File: src/rtl/alpha_code_extractor_if.sv
// Stream interface for alpha_code_extractor.
//   in_*  : amplitude input stream (valid/ready), signed real/imag components
//   out_* : encoded alpha byte and its basis index (valid/ready)
// slave is the extractor side, master is the producer/consumer side.
interface alpha_code_extractor_if #(
   parameter int NUM_QUBIT   = 4,
   parameter int COMPLEX_BIT = 24
);
   logic                          in_valid;
   logic                          in_ready;
   logic signed [COMPLEX_BIT-1:0] in_amp_r;
   logic signed [COMPLEX_BIT-1:0] in_amp_i;
   logic                          out_valid;
   logic                          out_ready;
   logic [7:0]                    out_alpha;
   logic [NUM_QUBIT-1:0]          out_index;

   modport master (
      output in_valid, in_amp_r, in_amp_i, out_ready,
      input  in_ready, out_valid, out_alpha, out_index
   );

   modport slave (
      input  in_valid, in_amp_r, in_amp_i, out_ready,
      output in_ready, out_valid, out_alpha, out_index
   );
endinterface

File: src/rtl/alpha_code_extractor.sv
// alpha_code_extractor: re-encodes a dense stream of complex amplitudes into
// packed 2-bit signed alpha codes relative to the first nonzero amplitude,
// which is captured as the global phase.
// Ports:
//   clk, rst_n   : clock, asynchronous active-low reset
//   start_i      : one-cycle pulse, starts a run when idle
//   bus          : amplitude input stream and alpha output stream (slave)
//   gp_r_o/gp_i_o: captured global phase; gp_valid_o once captured
//   busy_o       : run in progress
//   done_o       : pulses on the final output handshake
//   error_o      : sticky per run; unmatched amplitude or all-zero vector
// Matching is done directly in LSBs, so the fractional-bit position of the
// fixed-point format does not enter the logic.
//
// state  | meaning
// IDLE   | waiting for start
// SEEK   | no global phase captured yet
// ENCODE | global phase held, encoding relative to it
// LAST   | final amplitude accepted, draining its output
module alpha_code_extractor #(
   parameter int NUM_QUBIT   = 4,
   parameter int COMPLEX_BIT = 24,
   parameter int TOL         = 4
) (
   input  logic                          clk,
   input  logic                          rst_n,
   input  logic                          start_i,
   alpha_code_extractor_if.slave         bus,
   output logic signed [COMPLEX_BIT-1:0] gp_r_o,
   output logic signed [COMPLEX_BIT-1:0] gp_i_o,
   output logic                          gp_valid_o,
   output logic                          busy_o,
   output logic                          done_o,
   output logic                          error_o
);
   // One extra bit so differences and negation of the most negative value never wrap.
   localparam int W = COMPLEX_BIT + 1;
   typedef logic signed [W-1:0] ext_t;

   typedef enum logic [1:0] {IDLE, SEEK, ENCODE, LAST} state_t;

   state_t                        state_q, state_d;
   logic [NUM_QUBIT-1:0]          cnt_q, cnt_d;
   logic [NUM_QUBIT-1:0]          out_index_q, out_index_d;
   logic [7:0]                    out_alpha_q, out_alpha_d;
   logic                          out_valid_q, out_valid_d;
   logic signed [COMPLEX_BIT-1:0] gp_r_q, gp_r_d, gp_i_q, gp_i_d;
   logic                          gp_valid_q, gp_valid_d;
   logic                          error_q, error_d;
   logic                          done;

   logic in_ready, accept, out_hs, last_in;
   ext_t ar, ai, gr, gi;
   logic is_zero, miss;
   logic [7:0] code;

   function automatic logic near(input ext_t a, input ext_t b);
      ext_t d;
      d = a - b;
      return (d <= ext_t'(TOL)) && (d >= -ext_t'(TOL));
   endfunction

   assign ar = ext_t'(bus.in_amp_r);
   assign ai = ext_t'(bus.in_amp_i);
   assign gr = ext_t'(gp_r_q);
   assign gi = ext_t'(gp_i_q);

   assign in_ready = ((state_q == SEEK) || (state_q == ENCODE)) &&
                     (!out_valid_q || bus.out_ready);
   assign accept   = bus.in_valid && in_ready;
   assign out_hs   = out_valid_q && bus.out_ready;
   assign last_in  = (cnt_q == {NUM_QUBIT{1'b1}});
   assign is_zero  = near(ar, ext_t'(0)) && near(ai, ext_t'(0));

   // Priority: zero, +g, -g, +i*g, -i*g.
   always_comb begin
      code = 8'h00;
      miss = 1'b0;
      if (is_zero)
         code = 8'h00;
      else if (near(ar, gr) && near(ai, gi))
         code = 8'h04;
      else if (near(ar, -gr) && near(ai, -gi))
         code = 8'h0C;
      else if (near(ar, -gi) && near(ai, gr))
         code = 8'h01;
      else if (near(ar, gi) && near(ai, -gr))
         code = 8'h03;
      else
         miss = 1'b1;
   end

   always_comb begin
      state_d     = state_q;
      cnt_d       = cnt_q;
      out_index_d = out_index_q;
      out_alpha_d = out_alpha_q;
      out_valid_d = out_valid_q;
      gp_r_d      = gp_r_q;
      gp_i_d      = gp_i_q;
      gp_valid_d  = gp_valid_q;
      error_d     = error_q;
      done        = 1'b0;

      if (out_hs)
         out_valid_d = 1'b0;

      if (accept) begin
         out_valid_d = 1'b1;
         out_index_d = cnt_q;
         cnt_d       = cnt_q + NUM_QUBIT'(1);
      end

      case (state_q)
         IDLE: begin
            if (start_i) begin
               state_d    = SEEK;
               cnt_d      = '0;
               error_d    = 1'b0;
               gp_valid_d = 1'b0;
               gp_r_d     = '0;
               gp_i_d     = '0;
            end
         end
         SEEK: begin
            if (accept) begin
               if (is_zero) begin
                  out_alpha_d = 8'h00;
                  if (last_in) begin
                     error_d = 1'b1;
                     state_d = LAST;
                  end
               end else begin
                  out_alpha_d = 8'h04;
                  gp_r_d      = bus.in_amp_r;
                  gp_i_d      = bus.in_amp_i;
                  gp_valid_d  = 1'b1;
                  state_d     = last_in ? LAST : ENCODE;
               end
            end
         end
         ENCODE: begin
            if (accept) begin
               out_alpha_d = code;
               if (miss)
                  error_d = 1'b1;
               if (last_in)
                  state_d = LAST;
            end
         end
         LAST: begin
            if (out_hs) begin
               done    = 1'b1;
               state_d = IDLE;
            end
         end
         default: state_d = IDLE;
      endcase
   end

   always_ff @(posedge clk or negedge rst_n) begin
      if (!rst_n) begin
         state_q     <= IDLE;
         cnt_q       <= '0;
         out_index_q <= '0;
         out_alpha_q <= '0;
         out_valid_q <= 1'b0;
         gp_r_q      <= '0;
         gp_i_q      <= '0;
         gp_valid_q  <= 1'b0;
         error_q     <= 1'b0;
      end else begin
         state_q     <= state_d;
         cnt_q       <= cnt_d;
         out_index_q <= out_index_d;
         out_alpha_q <= out_alpha_d;
         out_valid_q <= out_valid_d;
         gp_r_q      <= gp_r_d;
         gp_i_q      <= gp_i_d;
         gp_valid_q  <= gp_valid_d;
         error_q     <= error_d;
      end
   end

   assign bus.in_ready  = in_ready;
   assign bus.out_valid = out_valid_q;
   assign bus.out_alpha = out_alpha_q;
   assign bus.out_index = out_index_q;
   assign gp_r_o        = gp_r_q;
   assign gp_i_o        = gp_i_q;
   assign gp_valid_o    = gp_valid_q;
   assign error_o       = error_q;
   assign busy_o        = (state_q != IDLE);
   assign done_o        = done;
endmodule

File: src/flat_wrapper.sv
// flat-port wrapper written by rule: the top's interface ports become plain ports
module alpha_code_extractor_flat 
#(
   parameter int NUM_QUBIT   = 4,
   parameter int COMPLEX_BIT = 24,
   parameter int TOL         = 4
)
  (clk, rst_n, start_i, gp_r_o, gp_i_o, gp_valid_o, busy_o, done_o, error_o, bus_in_valid, bus_in_amp_r, bus_in_amp_i, bus_out_ready, bus_in_ready, bus_out_valid, bus_out_alpha, bus_out_index);
  alpha_code_extractor_if #(.NUM_QUBIT(NUM_QUBIT), .COMPLEX_BIT(COMPLEX_BIT)) bus_i ();
  input  logic clk;
  input  logic rst_n;
  input  logic start_i;
  output logic signed [COMPLEX_BIT-1:0] gp_r_o;
  output logic signed [COMPLEX_BIT-1:0] gp_i_o;
  output logic gp_valid_o;
  output logic busy_o;
  output logic done_o;
  output logic error_o;
  input wire logic [$bits(bus_i.in_valid)-1:0] bus_in_valid;
  input wire logic [$bits(bus_i.in_amp_r)-1:0] bus_in_amp_r;
  input wire logic [$bits(bus_i.in_amp_i)-1:0] bus_in_amp_i;
  input wire logic [$bits(bus_i.out_ready)-1:0] bus_out_ready;
  output wire logic [$bits(bus_i.in_ready)-1:0] bus_in_ready;
  output wire logic [$bits(bus_i.out_valid)-1:0] bus_out_valid;
  output wire logic [$bits(bus_i.out_alpha)-1:0] bus_out_alpha;
  output wire logic [$bits(bus_i.out_index)-1:0] bus_out_index;
  assign bus_i.in_valid = bus_in_valid;
  assign bus_i.in_amp_r = bus_in_amp_r;
  assign bus_i.in_amp_i = bus_in_amp_i;
  assign bus_i.out_ready = bus_out_ready;
  assign bus_in_ready = bus_i.in_ready;
  assign bus_out_valid = bus_i.out_valid;
  assign bus_out_alpha = bus_i.out_alpha;
  assign bus_out_index = bus_i.out_index;
  alpha_code_extractor #(.NUM_QUBIT(NUM_QUBIT), .COMPLEX_BIT(COMPLEX_BIT), .TOL(TOL)) u_core (.clk(clk), .rst_n(rst_n), .start_i(start_i), .bus(bus_i), .gp_r_o(gp_r_o), .gp_i_o(gp_i_o), .gp_valid_o(gp_valid_o), .busy_o(busy_o), .done_o(done_o), .error_o(error_o));
endmodule
File: config.mk
export PLATFORM = sky130hd
export DESIGN_NAME = alpha_code_extractor_flat
export DESIGN_NICKNAME = d
export VERILOG_FILES = /design/src/rtl/alpha_code_extractor_if.sv /design/src/rtl/alpha_code_extractor.sv /design/src/flat_wrapper.sv
export SDC_FILE = /design/constraint.sdc
export NUM_CORES = 1
export LEC_CHECK = 0
export ABC_AREA = 1
export CORE_MARGIN = 1
export CORE_UTILIZATION = 31
export DETAILED_ROUTE_END_ITERATION = 10
export DONT_BUFFER_PORTS = 1
export GPL_TIMING_DRIVEN = 0
export PLACE_DENSITY_LB_ADDON = 0.05
export SKIP_CTS_REPAIR_TIMING = 1
export SLEW_MARGIN = 20
export SYNTH_ARGS = -nofsm -noshare
export SYNTH_HDL_FRONTEND = slang
export SYNTH_SLANG_ARGS = --single-unit
File: constraint.sdc
create_clock -name clk -period 9.57 [get_ports clk]
set_input_delay 0.957 -clock clk [delete_from_list [all_inputs] [get_ports clk]]
set_output_delay 0.957 -clock clk [all_outputs]
set_load 0.02 [all_outputs]
==> metrics.md <==
| Metric | Value |
|---|---|
| Total design power | around 0.0076 W |
| Seq/Total Area, Yosys | between 9 and 10% |
| Core area | approximately 57000 um^2 |
| Slowest stage delay, CP | approximately 0.75 ns |
| Depth of the CTS H-tree | 3 |
| FMAX | 191 MHz |
| Port Buffers | 0 |
| Initial antenna violation count | 1 |
| Worst hold path type | in -> async |
| Worst setup SP type | register |
| Final Cycle Share | 54.7% |
| Predominant post-synthesis flop cell | dfrtp_1 |
| Total Nets Final | 3558 |
| Crit Path Max Fanout | 7 |
| Min Clock Period, post-route | roughly 5.2 ns |
| Pwr Density | approximately 390 nW/um^2 |
| CTS Sinks | 65 |
| Critical Path Most Common Cell | nand2_1 |
| Die Ht | 242 um |
| Layout cells sized above 1 | roughly 4.7% |
| Clock-pin slew on the worst setup and hold paths | 0.07 ns |
| Max-cap violations | 0 |
| GRT overflow | 0 |
| HPWL Detailed | 76.1 mm |
| FF+latch area | about 1600 um^2 |
| WS Path Type | reg -> reg |
| Clock Latency Late Sink | between 0.3 and 0.4 ns |
| Relative slew slack | between 30% and 40% |
| Worst Tran Pin Value | ~1.0 ns |
| Post-synth EDFFs | 0 |
| First-pass GRT wire length | about 130 mm |
| Global placer's final weighted congestion | between 0.9 and 1 |
| Run status | complete, no violations |
| Worst Path Required | roughly 10 ns |
| Peak VDD IR | 0.144 mV |
| Crit path buf inv count | 3 |
| 1st-iter DRT viols | 1669 |
| Mapped Area | roughly 18000 um^2 |
| Yosys reg bits | 65 |
| Vias | between 20000 and 25000 |
| CP Capture Type | register |
| Total track usage | 30.3% |
| Area of the multi-input gates | between 10000 and 15000 um^2 |
| Pin count of the biggest net entering global routing | 66 |
| Syn_area_per_cell | 5.32 um^2 |
| Total CTS buffers | 9 |
| Layout filler cell count | 6588 |
| DR WL/cell | roughly 22 um |
| Io pins | 119 |
| Post-Synthesis Cells | around 3400 |
| WP data arrival | about 5.5 ns |
| DRT antenna net count | 0 |
| Ranking of synthesized cells by area | nand2_1, nand3_1, inv_1, dfrtp_1, ha_1 |
| Hold Fails Final Rpt | 0 |
| Max-slew violations | 0 |
| Worst hold margin | between 0.2 and 0.3 ns |
| Setup tns final | 0 ns |
| CP delay by family, top | simple AND/OR/NAND/NOR gates |
| CTS tree | built |
| Chip Width | ~240 um |
| CTS Buffer Depth | 2 |
| CTS Root Cell | clkbuf_16 |
| Layout area overhead | 7.20% |
| Most frequent cell after synthesis | nand2_1 |
| Starting Density | 31.5% |
| Unrepaired setup endpoints after global routing | false |
| Die area | about 59000 um^2 |
| DRC violations left | 0 |
| Setup-failing EPs final | 0 |
| Ys Warns | 0 |
| Yosys cell types | 47 |
| Leak Pwr | about 10 nW |
| Final WL | 91.2 mm |
| Synth top area share | 23.6% |
| CP max stage cell | dfrtp_1 |
| Pre-Repair DR Iteration Count | 8 |
| Vias in the first global route | 20700 |
| Leading area contributor after synthesis | nand2_1 |
| Async SR Flop Fraction | 100% |
| Max Clock Skew | around 0.011 ns |
| Vias per Instance | ~5.4 |
| Num rows | 87 |
| Post-synth top cells | nand2_1, inv_1, nor2_1, nand3_1, a21oi_1 |
-- state kept, by name, summed over array words and instances (netlist names) --
signal,flops
u_core.bus.out_alpha,4
u_core.bus.out_index,4
u_core.bus.out_valid,1
u_core.cnt_q,4
u_core.error_o,1
u_core.gp_i_o,24
u_core.gp_r_o,24
u_core.gp_valid_o,1
u_core.state_q,2
-- layer usage --
metal  track usage (%)  wire length (um)  vias to the layer above
li1                  -                 -                    11000
met1              41.9             41800                    10400
met2              47.2             38500                      738
met3              5.42              7420                      120
met4              10.1              3380                        0
met5                 0                 0                        -
-- stage by stage --
step / instances / setup WS, ns / cell area (um^2) / util (%)
2_1_floorplan: 3362 / 5.78 / 17900 / -
3_3_place_gp: 4118 / 4.34 / 18800 / 33.2
3_5_place_dp: 4118 / 4.32 / 18800 / 33.2
4_1_cts: 4134 / 4.37 / 19200 / 33.8
5_1_grt: 4134 / 3.97 / 19200 / 33.8
6_report: 4136 / 4.33 / 19200 / 33.8
-- final timing paths --
check	slack (ns)	cells past startpoint	from	endpoint
min reg2reg	0.53	2	u_core.cnt_q[2]	u_core.bus.out_index[2]
max	4.33	34	u_core.gp_r_o[1]	u_core.error_o
max in group asynchronous	9.11	0	rst_n	u_core.gp_i_o[1]
min	0.29	0	rst_n	u_core.state_q[1]
max reg2reg	4.33	34	u_core.gp_r_o[1]	u_core.error_o
min in group clk	0.53	2	u_core.cnt_q[2]	u_core.bus.out_index[2]
-- cell type report --
type / instances / area share (%)
Multi-Input combinational cell: 2812 / 75.2
Inverter: 468 / 9.16
Sequential cell: 65 / 8.49
Tap cell: 756 / 4.93
Clock buffer: 9 / 1.17
Clock inverter: 7 / 0.522
Buffer: 17 / 0.490
Antenna cell: 2 / 0.0261
-- report_power, final --
group | internal (W) | switching (W) | total (W)
combinational | 0.00193 | 0.00445 | 0.00638
clock | 0.000231 | 0.000155 | 0.000385
sequential | 0.000393 | 0.000395 | 0.000788
-- cells in the final DEF, fill, tap and decap left out, types with 46 or more instances in the layout --
master   netlist  routed
nand2_1     1123    1123
nor3_1        46      46
nand4_1       91      91
o22ai_1       49      49
a21oi_1      139     139
nor2_1       402     402
dfrtp_1       65      65
ha_1         124     124
xor2_1        70      70
nand3_1      346     346
o21ai_0       99      99
inv_1        458     458
-- kinds of logic after synthesis --
| group | synth area share [%] |
|---|---|
| AO/OA/AOI/OAI | 12.0 |
| XOR/XNOR | 5.39 |
| adder cells (fa/ha/maj) | 9.57 |
| buffers and inverters | 10.3 |
| flip-flops | 9.10 |
| other | 0.0210 |
| AND/OR/NAND/NOR | 53.6 |
Note: power is estimated with default switching activity, not from simulation.
